$ cat src/rtl/lsu_mem_initiator.sv
// lsu_mem_initiator: core-side load/store unit driving a word-addressed,
// byte-enable data memory with a fixed read latency of RD_LAT cycles.
// One request is in flight at a time: IDLE -> ISSUE -> (WAIT) -> RESP.
// Optional build macro: LSU_MISALIGN_TRAP_EN
//   defined   : misaligned half/word accesses skip memory and respond with rsp_err=1
//   undefined : misaligned low address bits are forced to natural alignment
module lsu_mem_initiator #(
    parameter int ADDR_W = 9,
    parameter int DATA_W = 32,
    parameter int RD_LAT = 1
) (
    input  logic              clk,
    input  logic              rst_n,
    input  logic              req_valid,
    output logic              req_ready,
    input  logic              req_we,
    input  logic [2:0]        req_funct3,
    input  logic [ADDR_W-1:0] req_addr,
    input  logic [DATA_W-1:0] req_wdata,
    output logic              rsp_valid,
    output logic [DATA_W-1:0] rsp_rdata,
    output logic              rsp_err,
    output logic              mem_en,
    output logic [3:0]        mem_we,
    output logic [ADDR_W-1:0] mem_addr,
    output logic [DATA_W-1:0] mem_wdata,
    input  logic [DATA_W-1:0] mem_rdata
);

    typedef enum logic [1:0] {
        IDLE,
        ISSUE,
        WAIT,
        RESP
    } state_t;

    state_t state, state_n;

    logic              r_we;
    logic [2:0]        r_funct3;
    logic [ADDR_W-1:0] r_addr;
    logic [31:0]       r_wdata;
    logic [2:0]        cnt;

    logic              legal;
    logic              misaligned;
    logic              reject;
    logic [1:0]        off;
    logic [3:0]        we_dec;
    logic [31:0]       wdata_dec;
    logic [31:0]       lane;
    logic [31:0]       ext;

    // Decode the held request: legality, alignment, lane placement and load extension
    always_comb begin
        legal      = r_we ? (r_funct3 inside {3'b000, 3'b001, 3'b010})
                          : (r_funct3 inside {3'b000, 3'b001, 3'b010, 3'b100, 3'b101});
        misaligned = ((r_funct3[1:0] == 2'b01) && r_addr[0]) ||
                     ((r_funct3[1:0] == 2'b10) && (r_addr[1:0] != 2'b00));
`ifdef LSU_MISALIGN_TRAP_EN
        reject     = !legal || misaligned;
`else
        reject     = !legal;
`endif
        // Naturally aligned lane offset; only differs from addr[1:0] when misaligned
        case (r_funct3[1:0])
            2'b01:   off = {r_addr[1], 1'b0};
            2'b10:   off = 2'b00;
            default: off = r_addr[1:0];
        endcase
        case (r_funct3[1:0])
            2'b00:   we_dec = 4'b0001 << off;
            2'b01:   we_dec = 4'b0011 << off;
            default: we_dec = 4'b1111;
        endcase
        case (r_funct3[1:0])
            2'b00:   wdata_dec = {4{r_wdata[7:0]}};
            2'b01:   wdata_dec = {2{r_wdata[15:0]}};
            default: wdata_dec = r_wdata;
        endcase
        lane = mem_rdata >> {off, 3'b000};
        case (r_funct3)
            3'b000:  ext = {{24{lane[7]}}, lane[7:0]};
            3'b001:  ext = {{16{lane[15]}}, lane[15:0]};
            3'b100:  ext = {24'd0, lane[7:0]};
            3'b101:  ext = {16'd0, lane[15:0]};
            default: ext = lane;
        endcase
    end

    // Next-state selection
    always_comb begin
        state_n = state;
        case (state)
            IDLE:    if (req_valid) state_n = ISSUE;
            ISSUE:   state_n = (reject || r_we) ? RESP : WAIT;
            WAIT:    if (cnt == 3'd1) state_n = RESP;
            RESP:    state_n = IDLE;
            default: state_n = IDLE;
        endcase
    end

    // Handshake and memory port outputs, cleared asynchronously through the state reset
    always_comb begin
        req_ready = rst_n && (state == IDLE);
        mem_en    = (state == ISSUE) && !reject;
        mem_we    = (mem_en && r_we) ? we_dec : '0;
        mem_addr  = {r_addr[ADDR_W-1:2], 2'b00};
        mem_wdata = wdata_dec;
    end

    // State register
    always_ff @(posedge clk or negedge rst_n) begin
        if (!rst_n) state <= IDLE;
        else        state <= state_n;
    end

    // Request capture, read-latency counter and response registers
    always_ff @(posedge clk or negedge rst_n) begin
        if (!rst_n) begin
            r_we      <= 1'b0;
            r_funct3  <= '0;
            r_addr    <= '0;
            r_wdata   <= '0;
            cnt       <= '0;
            rsp_valid <= 1'b0;
            rsp_rdata <= '0;
            rsp_err   <= 1'b0;
        end else begin
            rsp_valid <= (state_n == RESP);
            case (state)
                IDLE: begin
                    if (req_valid) begin
                        r_we     <= req_we;
                        r_funct3 <= req_funct3;
                        r_addr   <= req_addr;
                        r_wdata  <= req_wdata;
                    end
                end
                ISSUE: begin
                    if (reject) begin
                        rsp_err   <= 1'b1;
                        rsp_rdata <= '0;
                    end else if (r_we) begin
                        rsp_err   <= 1'b0;
                        rsp_rdata <= '0;
                    end else begin
                        cnt <= 3'(RD_LAT);
                    end
                end
                WAIT: begin
                    cnt <= cnt - 3'd1;
                    if (cnt == 3'd1) begin
                        rsp_rdata <= ext;
                        rsp_err   <= 1'b0;
                    end
                end
                default: ;
            endcase
        end
    end

endmodule

$ cat config.mk
export PLATFORM = sky130hd
export DESIGN_NAME = lsu_mem_initiator
export DESIGN_NICKNAME = d
export VERILOG_FILES = /design/src/rtl/lsu_mem_initiator.sv
export SDC_FILE = /design/constraint.sdc
export NUM_CORES = 1
export LEC_CHECK = 0
export BUFFER_PORTS_ARGS = -buffer_cell sky130_fd_sc_hd__buf_2
export CAP_MARGIN = 20
export CORE_AREA = 2 2 103 105
export CTS_CLUSTER_DIAMETER = 100
export DETAILED_ROUTE_END_ITERATION = 12
export DIE_AREA = 0 0 105 107
export GPL_ROUTABILITY_DRIVEN = 0
export PLACE_DENSITY = 0.82
export RECOVER_POWER = 25
export SLEW_MARGIN = 20
export SYNTH_ARGS = -nofsm -noshare
export SYNTH_HDL_FRONTEND = slang
export SYNTH_SLANG_ARGS = --single-unit
$ cat constraint.sdc
create_clock -name clk -period 2.2 [get_ports clk]
set_input_delay 0 -clock clk [delete_from_list [all_inputs] [get_ports clk]]
set_output_delay 0 -clock clk [all_outputs]
set_load 0.02 [all_outputs]
* Word level (Yosys, flattened, before mapping) *
Cells that the tools add are included.

word-level totals
  bits in registers = 84
  input bits = 80
  logic and storage cells = 63

operators by class
  add/sub/neg operators = 1
  equality and inequality tests = 15
  shift-type cells = 3
  multiplexer cells = 21
  reduce and logical (&&, ||, !) cells = 14

operator list
  cell                                                                    count
  32-bit case mux with 2 select lines                                     2
  32-bit case mux with 4 select lines                                     1
  32-bit two-way mux                                                      3
  32-bit by 5-bit >> shifter with 32-bit output                           1
  2-bit equality test (second input constant)                             4
  2-bit case mux with 4 select lines                                      1
  4-bit case mux with 2 select lines                                      1
  3-bit by 1-bit equality test with 1-bit output (second input constant)  2
  3-bit equality test (second input constant)                             2
  3-bit two-way mux                                                       2
  2-bit != test (second input constant)                                   3
  3-bit case mux with 2 select lines                                      1
  3-bit AND reduction                                                     2
  1-bit two-way mux                                                       5
  5-bit nonzero test                                                      1
  2-bit by 1-bit equality test with 1-bit output (second input constant)  2
  2-bit zero test                                                         2
  2-bit two-way mux                                                       2
  4-bit two-way mux                                                       1
  2-bit case mux with 2 select lines                                      1
  1-bit by 2-bit left shift with 4-bit output (first input constant)      1
  2-bit by 2-bit left shift with 4-bit output (first input constant)      1
  3-bit by 2-bit equality test with 1-bit output (second input constant)  1
  1-bit logical AND                                                       3
  other kinds (9)                                                         9

* Longest topological paths before layout *
Gate-level depths: netlist of the first run.

  depth after elaboration = 8
  gate-level depth with buffers = 10

* Worst setup path after synthesis of the first run *
Ideal clock, no wire load.

  kind = reg2reg
  from = register r_funct3[0]
  to = register rsp_rdata[22]
  setup time = 0.150 ns
  data arrival time = 1.866 ns
  data required time = 2.050 ns
  slack = 0.183 ns
  stages on the path, launching flop included = 9
  buffers on the path = 1
  period minus slack after synthesis = 2.017 ns
  cell sequence = dfrtp_1 inv_1 ha_1 inv_1 o21ai_4 a211o_1 nand3_1 clkbuf_1 o2111ai_1

between the ends
  cells in the longest elaborated chain, start to end = 6

RTL lines
  element                                                                                line  source
  start, declared                                                                        40    logic [2:0] r_funct3;
  start signal, assigned                                                                 135   r_funct3 <= req_funct3;
  2-bit equality test or 2-bit by 1-bit equality test with 1-bit output (tied branches)  66    case (r_funct3[1:0])
  2-bit case mux with 2 select lines                                                     66
  32-bit by 5-bit >> shifter with 32-bit output                                          81    lane = mem_rdata >> {off, 3'b000};
  32-bit case mux with 4 select lines                                                    82    case (r_funct3)
  32-bit two-way mux                                                                     153   if (cnt == 3'd1) begin
  32-bit case mux with 2 select lines                                                    131   case (state)
  end signal, assigned                                                                   154   rsp_rdata <= ext;
  end, declared                                                                          21    output logic [DATA_W-1:0] rsp_rdata,

Parallel ways exist; a longest one is shown, timed or not. The select of a mux whose other input is x is not followed.
A chain may end at the register's enable or synchronous reset.

* Worst setup path after layout of the first run *
  from = register r_funct3[0]
  to = register rsp_rdata[5]

Same word-level chain as after synthesis.

==> results of run 1 <==
[state kept, by name, indices dropped and copies added (netlist names)]
name       flops
rsp_rdata     32
rsp_valid      1
rsp_err        1
cnt            3
r_we           1
r_funct3       3
r_wdata       32
r_addr         9
state          2
[cell type report]
cell class,count,area [µm²]
sequential,84,2100
fill,833,3970
inverter,10,41.3
multi-input combinational,271,2090
timing repair buffer,231,1530
tap,136,170
clock buffer,10,138
clock inverter,6,47.5
[worst max-delay path, delay by kind of cell, from the launching register on]
kind / cells / cell delay [ns]
mux: 1 / 0.52
compound gates: 1 / 0.20
simple gates: 1 / 0.23
buf+inv: 2 / 0.29
fa+ha+maj: 1 / 0.37
flops: 1 / 0.39
[synth_stat cells, drive strengths merged, types with 3 or more instances]
library cell	number	area, µm²
nand3	17	85.1
mux2	46	518
ha	9	113
o2111ai	8	70.1
clkbuf	14	52.6
nor2	7	33.8
a22oi	16	120
inv	10	37.5
nand2b	6	37.5
mux4	7	158
a211o	8	70.1
a22o	16	140
and2	3	18.8
o21ai	4	31.3
mux2i	18	180
dfrtp	84	2100
buf	30	213
nand2	65	244
a21oi	15	78.8
[logic make-up after synthesis]
logic type / synth area share
buffers and inverters: 0.0676
adder cells (fa/ha/maj): 0.0251
AND/OR/NAND/NOR: 0.113
AO/OA/AOI/OAI: 0.133
other: 0.000837
multiplexers: 0.191
flip-flops: 0.469
[per-stage QoR]
step | cells | hold WS, ns | total power, mW
after floorplan | 409 | -0.296 | 7.09
after global placement | 676 | 0.0235 | 8.54
after detailed placement | 676 | 0.0252 | 8.73
after CTS | 748 | 0.0196 | 9.91
after global routing | 748 | 0.0538 | 10.6
final | 748 | 0.0342 | 9.99
[what timing repair did]
item,in CTS,in global routing
endpoints found under the hold margin,93,0
setup endpoints to repair,5,13
hold buffers,55,0
pin swaps,1,0
buffers inserted,1,0
gates resized for setup,2,9
[per-layer routing]
layer  wire length (µm)  vias up
met3               1190       22
met1               5130     1947
li1                   -     1842
met2               6560      234
met5                  0        -
met4                316        0
[path summary, 6_finish.rpt]
kind                       slack, ns                   endpoint  cells after the start                     from
hold / removal                  0.03  rsp_rdata[22]$_DFFE_PN0P_                      3            mem_rdata[22]
hold reg to reg                 0.48        rsp_err$_DFFE_PN0P_                      2      rsp_err$_DFFE_PN0P_
min in group asynchronous       0.34    r_funct3[2]$_DFFE_PN0P_                      2                    rst_n
max in group asynchronous       0.61  rsp_rdata[12]$_DFFE_PN0P_                      3                    rst_n
setup reg to reg                0.08   rsp_rdata[5]$_DFFE_PN0P_                      6  r_funct3[0]$_DFFE_PN0P_
setup / recovery                0.08   rsp_rdata[5]$_DFFE_PN0P_                      6  r_funct3[0]$_DFFE_PN0P_
[power groups by stage]
stage | clock network (mW) | logic, mW | registers [mW]
3_3_place_gp | 0 | 5.80 | 2.74
3_5_place_dp | 0 | 5.94 | 2.79
4_1_cts | 1.08 | 6.07 | 2.76
6_report | 1.05 | 6.14 | 2.79
5_1_grt | 1.14 | 6.63 | 2.87
2_1_floorplan | 0 | 4.22 | 2.88
==> out/results.txt, run 1 <==
The floorplan die height was 107 µm. The run gives 9060 µm as the post-DP HPWL. The count of antenna diodes in the layout was 0; the number of enable flip-flop cells after synthesis was 0.

For the final database, setup skew stands at 0.0100 ns. TritonCTS built the clock tree. The register bit total from synthesis is 84. The number of sinks driven by the clock tree is 84. Among all flip-flop cells after synthesis, the most frequent one is sky130_fd_sc_hd__dfrtp_1. The first-pass GRT wire length is 20900 µm. A synthesized cell averages 11.0 µm². The placed standard-cell area was 5360 µm²; the core region area was 10100 µm². Arrival time of the worst setup path: 2.36 ns. The flow ran to the end, and the final reports show no timing, DRC or antenna violations. For the remaining antenna violation count after routing, the log shows 0.

In this run the cell area of the synthesized design comes to 4480 µm². The clock tree synthesis step divided the H-tree into 3 levels. The via count of the first global-routing pass came out at 4200. The layer carrying the most global-route usage was met2. The floorplan die width was 105 µm; the peak per-stage delay on the critical path was 0.52 ns. For this run, design rule violations remaining after detail routing come to 0. The count of max-cap constraint violations is 0, and the clock-pin slew reported for the worst setup and hold paths after clock tree synthesis is 0.09 ns. In the layout the commonest cells are sky130_fd_sc_hd__buf_2 (153), sky130_fd_sc_hd__dfrtp_1 (83), sky130_fd_sc_hd__nand2_1 (64), sky130_fd_sc_hd__dlygate4sd3_1 (55), sky130_fd_sc_hd__mux2_2 (46).

The relative slew slack came out at 0.332. The smallest clock period supported by the final layout is computed as 2.12 ns. The number of warnings printed during yosys synthesis was 0; the largest fanout on the critical path was 29. Dividing the detail-routed wire length by the instance count gives 17.6 µm.

The relative contribution of combinational cells to total power is 0.615, and the peak ir drop on the vdd network is 0.975 mV. The proportion of total power due to net switching was 0.469. Setup repair after global routing could not meet its margin everywhere. Among all stages on the critical path, the largest delay is contributed by sky130_fd_sc_hd__mux4_2. Met2 track utilization from global routing: 0.405. Post-route cell area: 6120 µm².

The path class of the tightest hold or removal check is in -> reg. Clock latency on the worst-skew pair, taken at its later pin, is 0.35 ns. Worst slack at placement: 0.124 ns. For the fraction of the core area covered by cells at the end of the flow, the log shows 0.606. For the pin with the worst max-slew slack, the measured transition is 1.00 ns. Counting along the longest clock path gives a buffer depth of 2. The data required time of the critical path came out at 2.44 ns. The class of the most critical setup path was reg -> reg. The share of async-settable or async-resettable flops after synthesis is 1.00. The met3 routing resource usage after global routing was 0.0754; the switching power summed over all nets was 4.69 mW.

Based on the critical path, the design can be clocked at up to 473 MHz. The final hold violation count came out at 0. The floorplan has 37 rows.

The proportion of synthesized chip area in sequential cells was 0.469. STA classifies the critical path startpoint as a flip-flop. For this run, the post-layout net count is 696.

161 I/O pins were placed. In the routed layout, each cell is associated on average with a via count of 5.41. After detailed routing, the total wire length is 13200 µm. The total die area was 11200 µm²; the number of failing setup endpoints in the final timing report was 0. The run gives 0 as the number of pins with negative max-slew slack in the final report. The library cell used most frequently in the layout, excluding fill and tap cells, is sky130_fd_sc_hd__buf_2. The DRC violation total after the first TritonRoute iteration is 219. The final worst-path cycle share was 0.962.

The first-pass iteration count of the detailed router was 5; the share of final-layout standard cells stronger than drive strength 1 was 0.420. The number of buffers created by CTS is 9. After synthesis, the netlist uses 42 different library cells. The starting density of the core came out at 0.444. The number of input and output port buffers inserted is 158. The tools report the synthesized instance count as 408. In this run the power density over the cells is 1630 nW/µm². The post-route setup TNS was 0 ns; the minimum setup slack in the final design was 0.0844 ns. Summed over all layers, the global routing overflow is 0.

The clock share of power was 0.106. The worst setup path is captured at a flip-flop. The logs give 4045 for the total number of vias and 5.30 mW for the internal power. The sequential cell fraction of total power was 0.280; the aggregate global-route resource usage was 0.240. Compared with the post-synthesis result, the final layout area differs by 36.6%. Traced cell by cell, the critical path runs through inv_1 > ha_1 > nand2b_1 > buf_12 > mux4_2 > a22o_1. The leakage power is 3.15 nW. The clock tree root buffer cell is sky130_fd_sc_hd__clkbuf_8. The maximum number of pins on one net before global-route repair is 46, and the initial antenna violation count is 0. For the global routing met1 resource utilization, the log shows 0.286.
Power figures use the tool's default switching activity.
==> run 2, diff against run 1 <==
CORE_AREA = 2 2 145 76   (was 2 2 103 105)
DIE_AREA = 0 0 147 78   (was 0 0 105 107)
PLACE_DENSITY = 0.81   (was 0.82)
SKIP_CTS_REPAIR_TIMING = 1   (was not set)
==> out/results.txt, run 2 (synthesis results as in run 1) <==
The number of input and output port buffers inserted was 158 (unchanged). The critical path is of the reg -> reg type. Kind of path behind the tightest hold check: in -> reg. Cell with the largest stage delay on the worst path: sky130_fd_sc_hd__mux4_2. Maximum number of buffers from clock root to sink: 2 (unchanged). The floorplan die height was 78 µm (-27%). First-pass GRT wire length: 19000 µm (-9.1%).

The wire length per cell after detailed routing was 16.9 µm (-4.3%). The largest registers in the layout are r_wdata x32, rsp_rdata x32, r_addr x9. The tools report the maximum number of pins on one net before global-route repair as 35 (-24%). In the layout the commonest cells are sky130_fd_sc_hd__buf_2 (125), sky130_fd_sc_hd__dfrtp_1 (84), sky130_fd_sc_hd__nand2_1 (64), sky130_fd_sc_hd__dlygate4sd3_1 (53), sky130_fd_sc_hd__mux2_2 (46).

The run gives 10.5 mW (+4.8%) as the power consumption. The logs give 3.12 nW (-0.96%) for the leakage power and 5370 µm² (+0.14%) for the placed standard-cell area. The clock tree root buffer cell was sky130_fd_sc_hd__clkbuf_16.

The final critical path time including I/O delays and setup is 2.12 ns (+0.00275 ns), and the peak per-stage delay on the critical path is 0.53 ns (about the same). The transition time of the tightest slew-check pin works out to 0.680 ns (-0.322 ns). The total number of vias was 3954 (-2.2%); the count of antenna diodes in the layout was 0 (unchanged).

The tools report the number of cells in the finished layout apart from fillers as 750 (+0.27%). The worst setup path is captured at a flip-flop. Startpoint class of the critical path: a flip-flop. Largest fanout on the critical path: 28 (-3.4%). The tools report the initial antenna violation count as 0 (unchanged). The DRC violation total after the first TritonRoute iteration was 248 (+13%); the routed wire length was 12700 µm (-4.0%). The data required time of the critical path was 2.42 ns (-0.02 ns).

The number of sinks driven by the clock tree was 84 (unchanged). Post-route cell area: 6200 µm² (+1.4%). The standard-cell row count is 26 (-30%). The share of final-layout standard cells stronger than drive strength 1 was 0.367 (-0.0527); the post-route DRC violation count was 0 (unchanged). The arrival time of the worst setup path is 2.34 ns (-0.02 ns), and the power density over the cells is 1690 nW/µm² (+3.4%).

The H-tree depth reported by CTS is 3 (unchanged). The relative slew slack is 0.545 (+0.212), and the floorplan die width is 147 µm (+40%). Setup repair after global routing could not meet its margin everywhere.

From synthesis to final layout, the design area changed by 38.5%. Clock latency of the later-clocked register in the worst-skew pair: 0.34 ns (about the same). The run gives 0.00597 ns (-0.00404 ns) as the final clock skew. The final hold violation count is 0 (unchanged), and the fmax is 472 MHz (-0.13%).

Total die area: 11500 µm² (+2.1%). Fraction of the core area covered by cells at the end of the flow: 0.615 (+0.00901). The tools report the first-pass iteration count of the detailed router as 4 (-1). The starting density of the core was 0.444 (about the same). The run finished with clean final reports.

The number of I/O pins is 161 (unchanged), and the per-cell via count in the routed design is 5.27 (-2.5%). The aggregate global-route resource usage was 0.210 (-0.0297). For the post-DP HPWL, the log shows 8450 µm (-6.8%). The remaining antenna violation count after routing is 0 (unchanged). The total congestion overflow is 0 (unchanged). The via count of the first global-routing pass is 3830 (-8.8%). The clock-pin slew reported for the worst setup and hold paths after clock tree synthesis works out to 0.06 ns (-0.03 ns). The signal on the critical path passes through inv_1 > ha_2 > nand2b_2 > buf_12 > mux4_2 > a22o_1. The core region area was 10100 µm² (about the same). Number of pins with negative max-slew slack in the final report: 0 (unchanged).

The number of failing setup endpoints in the final timing report is 0 (unchanged). Net count reported at finish: 695 (-0.14%). The number of buffers created by CTS was 9 (unchanged). TritonCTS built the clock tree. The number of placed cells counting well taps is 682 (+0.89%). The post-route setup TNS was 0 ns (unchanged); the count of max-cap constraint violations was 0 (unchanged).

The library cell used most frequently in the layout, excluding fill and tap cells, is sky130_fd_sc_hd__buf_2. The final worst-path cycle share is 0.963 (+0.00125). The run gives 0.764 mV (-22%) as the peak ir drop on the vdd network.
-- run 2: changes by cell type in the layout (fill, tap and decap cells not counted), moves of 2 or more --
| cell | change |
|---|---|
| sky130_fd_sc_hd__buf_2 | -28 |
| sky130_fd_sc_hd__clkbuf_1 | +32 |
| sky130_fd_sc_hd__clkbuf_8 | -7 |
| sky130_fd_sc_hd__inv_6 | -2 |
| sky130_fd_sc_hd__dlygate4sd3_1 | -2 |
| sky130_fd_sc_hd__clkinvlp_4 | -5 |
| sky130_fd_sc_hd__clkbuf_16 | +9 |
| sky130_fd_sc_hd__bufinv_16 | +2 |
-- run 2: final timing paths --
| kind | start | endpoint | slack, ns | depth (start not counted) |
|---|---|---|---|---|
| worst min-delay path | mem_rdata[26] | rsp_rdata[26]$_DFFE_PN0P_ | 0.002 | 3 |
| max in group asynchronous | rst_n | rsp_rdata[26]$_DFFE_PN0P_ | 1.30 | 3 |
| worst max register to register | r_funct3[0]$_DFFE_PN0P_ | rsp_rdata[0]$_DFFE_PN0P_ | 0.08 | 6 |
| min in group asynchronous | rst_n | r_wdata[16]$_DFFE_PN0P_ | 0.14 | 2 |
| worst min register to register | rsp_err$_DFFE_PN0P_ | rsp_err$_DFFE_PN0P_ | 0.48 | 2 |
| worst max-delay path | r_funct3[0]$_DFFE_PN0P_ | rsp_rdata[0]$_DFFE_PN0P_ | 0.08 | 6 |
-- run 2: routing by layer --
metal | part of all wire | wire [µm] | track usage | vias to the layer above
li1 | - | - | - | 1836
met1 | 0.41 | 5220 | 0.262 | 1946
met2 | 0.52 | 6550 | 0.360 | 146
met3 | 0.050 | 637 | 0.0512 | 26
met4 | 0.020 | 256 | 0.0721 | 0
met5 | 0 | 0 | 0 | -
-- run 2: where the power goes --
group / switching (mW) / total (mW) / internal, mW
sequential: 0.505 / 2.76 / 2.25
clock: 0.584 / 1.67 / 1.08
combinational: 3.50 / 6.04 / 2.54
total: 4.59 / 10.5 / 5.88
-- run 2: per-stage QoR --
stage	hold WS, ns	setup WS (ns)
floorplan	-0.296	0.183
global placement	-0.0426	0.132
detailed placement	-0.0376	0.0734
CTS	-0.400	0.0139
global route	0.0108	-0.0536
finish	0.00173	0.0816
-- run 2: layout make-up --
class / count / area [µm²]
Inverter: 10 / 37.5
Tap cell: 140 / 175
Timing Repair Buffer: 230 / 1460
Clock buffer: 12 / 267
Clock inverter: 3 / 68.8
Sequential cell: 84 / 2100
Fill cell: 819 / 3880
Multi-Input combinational cell: 271 / 2090
-- run 2: worst max-delay path, delay by kind of cell (launching register included) --
kind	cells	cell delay (ns)
multiplexers	1	0.53
adder cells (fa/ha/maj)	1	0.41
flip-flops	1	0.37
buffers and inverters	2	0.28
AND/OR/NAND/NOR	1	0.20
AO/OA/AOI/OAI	1	0.20
==> run 3, diff against run 2 <==
ABC_AREA = 1   (was not set)
BUFFER_PORTS_ARGS = -buffer_cell sky130_fd_sc_hd__buf_4   (was -buffer_cell sky130_fd_sc_hd__buf_2)
CORE_AREA = 2 2 147 77   (was 2 2 145 76)
DIE_AREA = 0 0 149 79   (was 0 0 147 78)
MAX_ROUTING_LAYER = met4   (was not set)
==> out/results.txt, run 3 <==
The flow ran to the end, and the final reports show no timing, DRC or antenna violations. The tools report the via count of the first global-routing pass as 4353 (+14%). The total congestion overflow is 0 (unchanged), and the number of enable flip-flop cells after synthesis is 0 (unchanged).

The run gives 2.12 ns (-0.22 ns) as the arrival time of the worst setup path. In the layout the commonest cells are sky130_fd_sc_hd__nand2_1 (169), sky130_fd_sc_hd__buf_4 (144), sky130_fd_sc_hd__dfrtp_1 (84), sky130_fd_sc_hd__o21ai_0 (50). For the post-DP HPWL, the log shows 10200 µm (+21%). The tools report the peak ir drop on the vdd network as 0.930 mV (+22%). The fmax came out at 472 MHz (about the same). The number of cells in the finished layout apart from fillers is 910 (+21%).

The run gives 0.282 (-0.262) as the relative slew slack. The run gives 0.615 (about the same) as the fraction of the core area covered by cells at the end of the flow. The power consumption is 10.5 mW (+0.56%). First-pass iteration count of the detailed router: 5 (+1).

Transition time of the tightest slew-check pin: 1.08 ns (+0.397 ns). The run gives 0.435 (-0.00928) as the starting density of the core. The kind of cell with the highest combined delay along the critical path is simple AND/OR/NAND/NOR gates. The run gives 0 (unchanged) as the count of max-cap constraint violations. The minimum setup slack in the final design is 0.0803 ns (-0.00132 ns), and the per-cell via count in the routed design is 5.21 (-1.2%).

The worst setup path is captured at a primary output. The tools report the number of warnings printed during yosys synthesis as 0 (unchanged). By count the netlist is led by sky130_fd_sc_hd__nand2_1 (171), sky130_fd_sc_hd__dfrtp_1 (84), sky130_fd_sc_hd__o21ai_0 (50).

For the maximum number of buffers from clock root to sink, the log shows 2 (unchanged). The final clock skew was 0.0142 ns (+0.00818 ns). The setup path with the least slack is of type reg -> out. The largest fanout on the critical path was 4 (-86%); the clock latency of the later-clocked register in the worst-skew pair was 0.35 ns (about the same). The clock-pin slew reported for the worst setup and hold paths after clock tree synthesis came out at 0.06 ns (about the same). The tools report the clock tree root buffer cell as sky130_fd_sc_hd__clkbuf_16. The most common cell in the synthesized netlist is sky130_fd_sc_hd__nand2_1.

The tools report the post-route DRC violation count as 0 (unchanged). The biggest area contributor in the post-synthesis netlist is sky130_fd_sc_hd__dfrtp_1. The final worst-path cycle share is 0.963 (about the same), and the data required time of the critical path is 2.20 ns (-0.22 ns). For this run, the leading register cell type out of synthesis is sky130_fd_sc_hd__dfrtp_1.

The number of input and output port buffers inserted is 158 (unchanged), and the number of sinks driven by the clock tree is 84 (unchanged). The share of final-layout standard cells stronger than drive strength 1 was 0.272 (-0.0953); the power density over the cells was 1610 nW/µm² (-4.3%). The tools report the initial antenna violation count as 0 (unchanged). The run gives 0 (unchanged) as the number of pins with negative max-slew slack in the final report. The largest registers in the layout are r_wdata x32, rsp_rdata x32, r_addr x9. The aggregate global-route resource usage was 0.248 (+0.0382).

Cell with the largest stage delay on the worst path: sky130_fd_sc_hd__dfrtp_1. The floorplan die width is 149 µm (+1.4%), and the proportion of synthesized chip area in sequential cells is 0.456 (-0.0136). The run gives 21800 µm (+15%) as the first-pass GRT wire length.

The mean area per synthesized cell is 7.95 µm² (-28%). By area the synthesized netlist is led by sky130_fd_sc_hd__dfrtp_1 (46%), sky130_fd_sc_hd__nand2_1 (14%), sky130_fd_sc_hd__mux2_2 (5.9%). STA classifies the critical path startpoint as a flip-flop. The cell area after synthesis was 4610 µm² (+3.0%); the buffer and inverter count on the worst path was 2 (unchanged). The register bit total from synthesis came out at 84 (unchanged).

The layout filler cell count was 909 (+11%); the number of placed cells counting well taps was 847 (+24%). The top cell type's share of synthesized area works out to 0.456 (-0.0136). The critical path goes through inv_1 > ha_2 > nor2_2 > nand2_1 > o21ai_0 > nor2_1 > nand2_2 > a21oi_2 > buf_4. The worst slack at placement was 0.199 ns (+0.126 ns); the remaining antenna violation count after routing was 0 (unchanged). The number of buffers created by CTS was 9 (unchanged). The tools report the synthesized instance count as 580 (+42%). The area overhead of the layout relative to synthesis is 41.4%, and the final critical path time including I/O delays and setup is 2.12 ns (+0.00132 ns).

Leaving out fill and tap cells, the most frequent cell in the layout is sky130_fd_sc_hd__nand2_1. The kind of path behind the tightest hold check was in -> reg. Post-route setup TNS: 0 ns (unchanged). The net count reported at finish is 849 (+22%).

The count of antenna diodes in the layout was 0 (unchanged). The leakage power was 3.39 nW (+8.6%); the number of failing setup endpoints in the final timing report was 0 (unchanged). The share of async-settable or async-resettable flops after synthesis was 1.00 (unchanged); the maximum number of pins on one net before global-route repair was 67 (+91%). The number of distinct standard cells referenced by the synthesized netlist came out at 26 (-38%). The tools report the standard-cell row count as 27 (+3.8%). TritonCTS built the clock tree. The tools report the number of I/O pins as 161 (unchanged). The core region area was 10600 µm² (+5.2%); the total number of vias was 4741 (+20%). The wire length per cell after detailed routing is 16.1 µm (-4.8%), and the peak per-stage delay on the critical path is 0.38 ns (-0.15 ns). The tools report the H-tree depth reported by CTS as 3 (unchanged).

The run gives 14600 µm (+15%) as the routed wire length. The DRC violation total after the first TritonRoute iteration was 454 (+83%); the final hold violation count was 0 (unchanged). The floorplan die height was 79 µm (+1.3%). The total die area is 11800 µm² (+2.7%).
## run 3: routing by layer
metal,part of all wire,global-route usage
met1,0.41,0.327
met3,0.13,0.109
met2,0.44,0.352
met5,0,-
met4,0.015,0.0590
## run 3: final timing paths
| path | from | to | slack, ns | depth (start not counted) |
|---|---|---|---|---|
| max in group asynchronous | rst_n | rsp_valid$_DFF_PN0_ | 0.88 | 3 |
| setup / recovery | r_funct3[1]$_DFFE_PN0P_ | mem_we[0] | 0.08 | 9 |
| hold / removal | req_valid | state[0]$_DFF_PN0_ | 0.03 | 3 |
| min in group asynchronous | rst_n | r_wdata[16]$_DFFE_PN0P_ | 0.38 | 2 |
| setup reg to reg | state[0]$_DFF_PN0_ | rsp_rdata[1]$_DFFE_PN0P_ | 0.22 | 8 |
| hold reg to reg | rsp_rdata[24]$_DFFE_PN0P_ | rsp_rdata[24]$_DFFE_PN0P_ | 0.48 | 2 |
## run 3: tightest hold or removal path, delay by kind of cell
kind | cells | cell delay (ns)
AND/OR/NAND/NOR | 1 | 0.09
buffers and inverters | 1 | 0.12
AO/OA/AOI/OAI | 1 | 0.10
## run 3: logic make-up after synthesis
kind of cell               share of synthesized area
other                                       0.000813
muxes                                         0.0586
DFF                                            0.456
and+or+nand+nor                                0.235
adders and majority gates                     0.0244
buffers and inverters                          0.104
AOI/OAI and AO/OA                              0.122
## run 3: final cells by class
| cell class | count | area [µm²] | area share |
|---|---|---|---|
| clock buffers | 11 | 243 | 0.0372 |
| clock inverters | 5 | 61.3 | 0.00940 |
| inverters | 50 | 188 | 0.0288 |
| multi-input cells | 400 | 2080 | 0.318 |
| flip-flops and latches | 84 | 2100 | 0.322 |
| well taps | 145 | 181 | 0.0278 |
| repair buffers | 215 | 1670 | 0.256 |
## run 3: power by group
group	total, mW	switching, mW	internal, mW	leakage (nW)
Clock	1.55	0.640	0.913	0.138
Combinational	6.41	4.09	2.31	2.22
Sequential	2.57	0.382	2.18	1.03
## run 3: metrics by stage
step	hold WS, ns	cell area [µm²]
CTS	-0.349	6090
finish	0.0303	6520
floorplan	-0.296	4620
detailed placement	0.0263	5790
global placement	0.0146	5790
global route	0.0385	6520
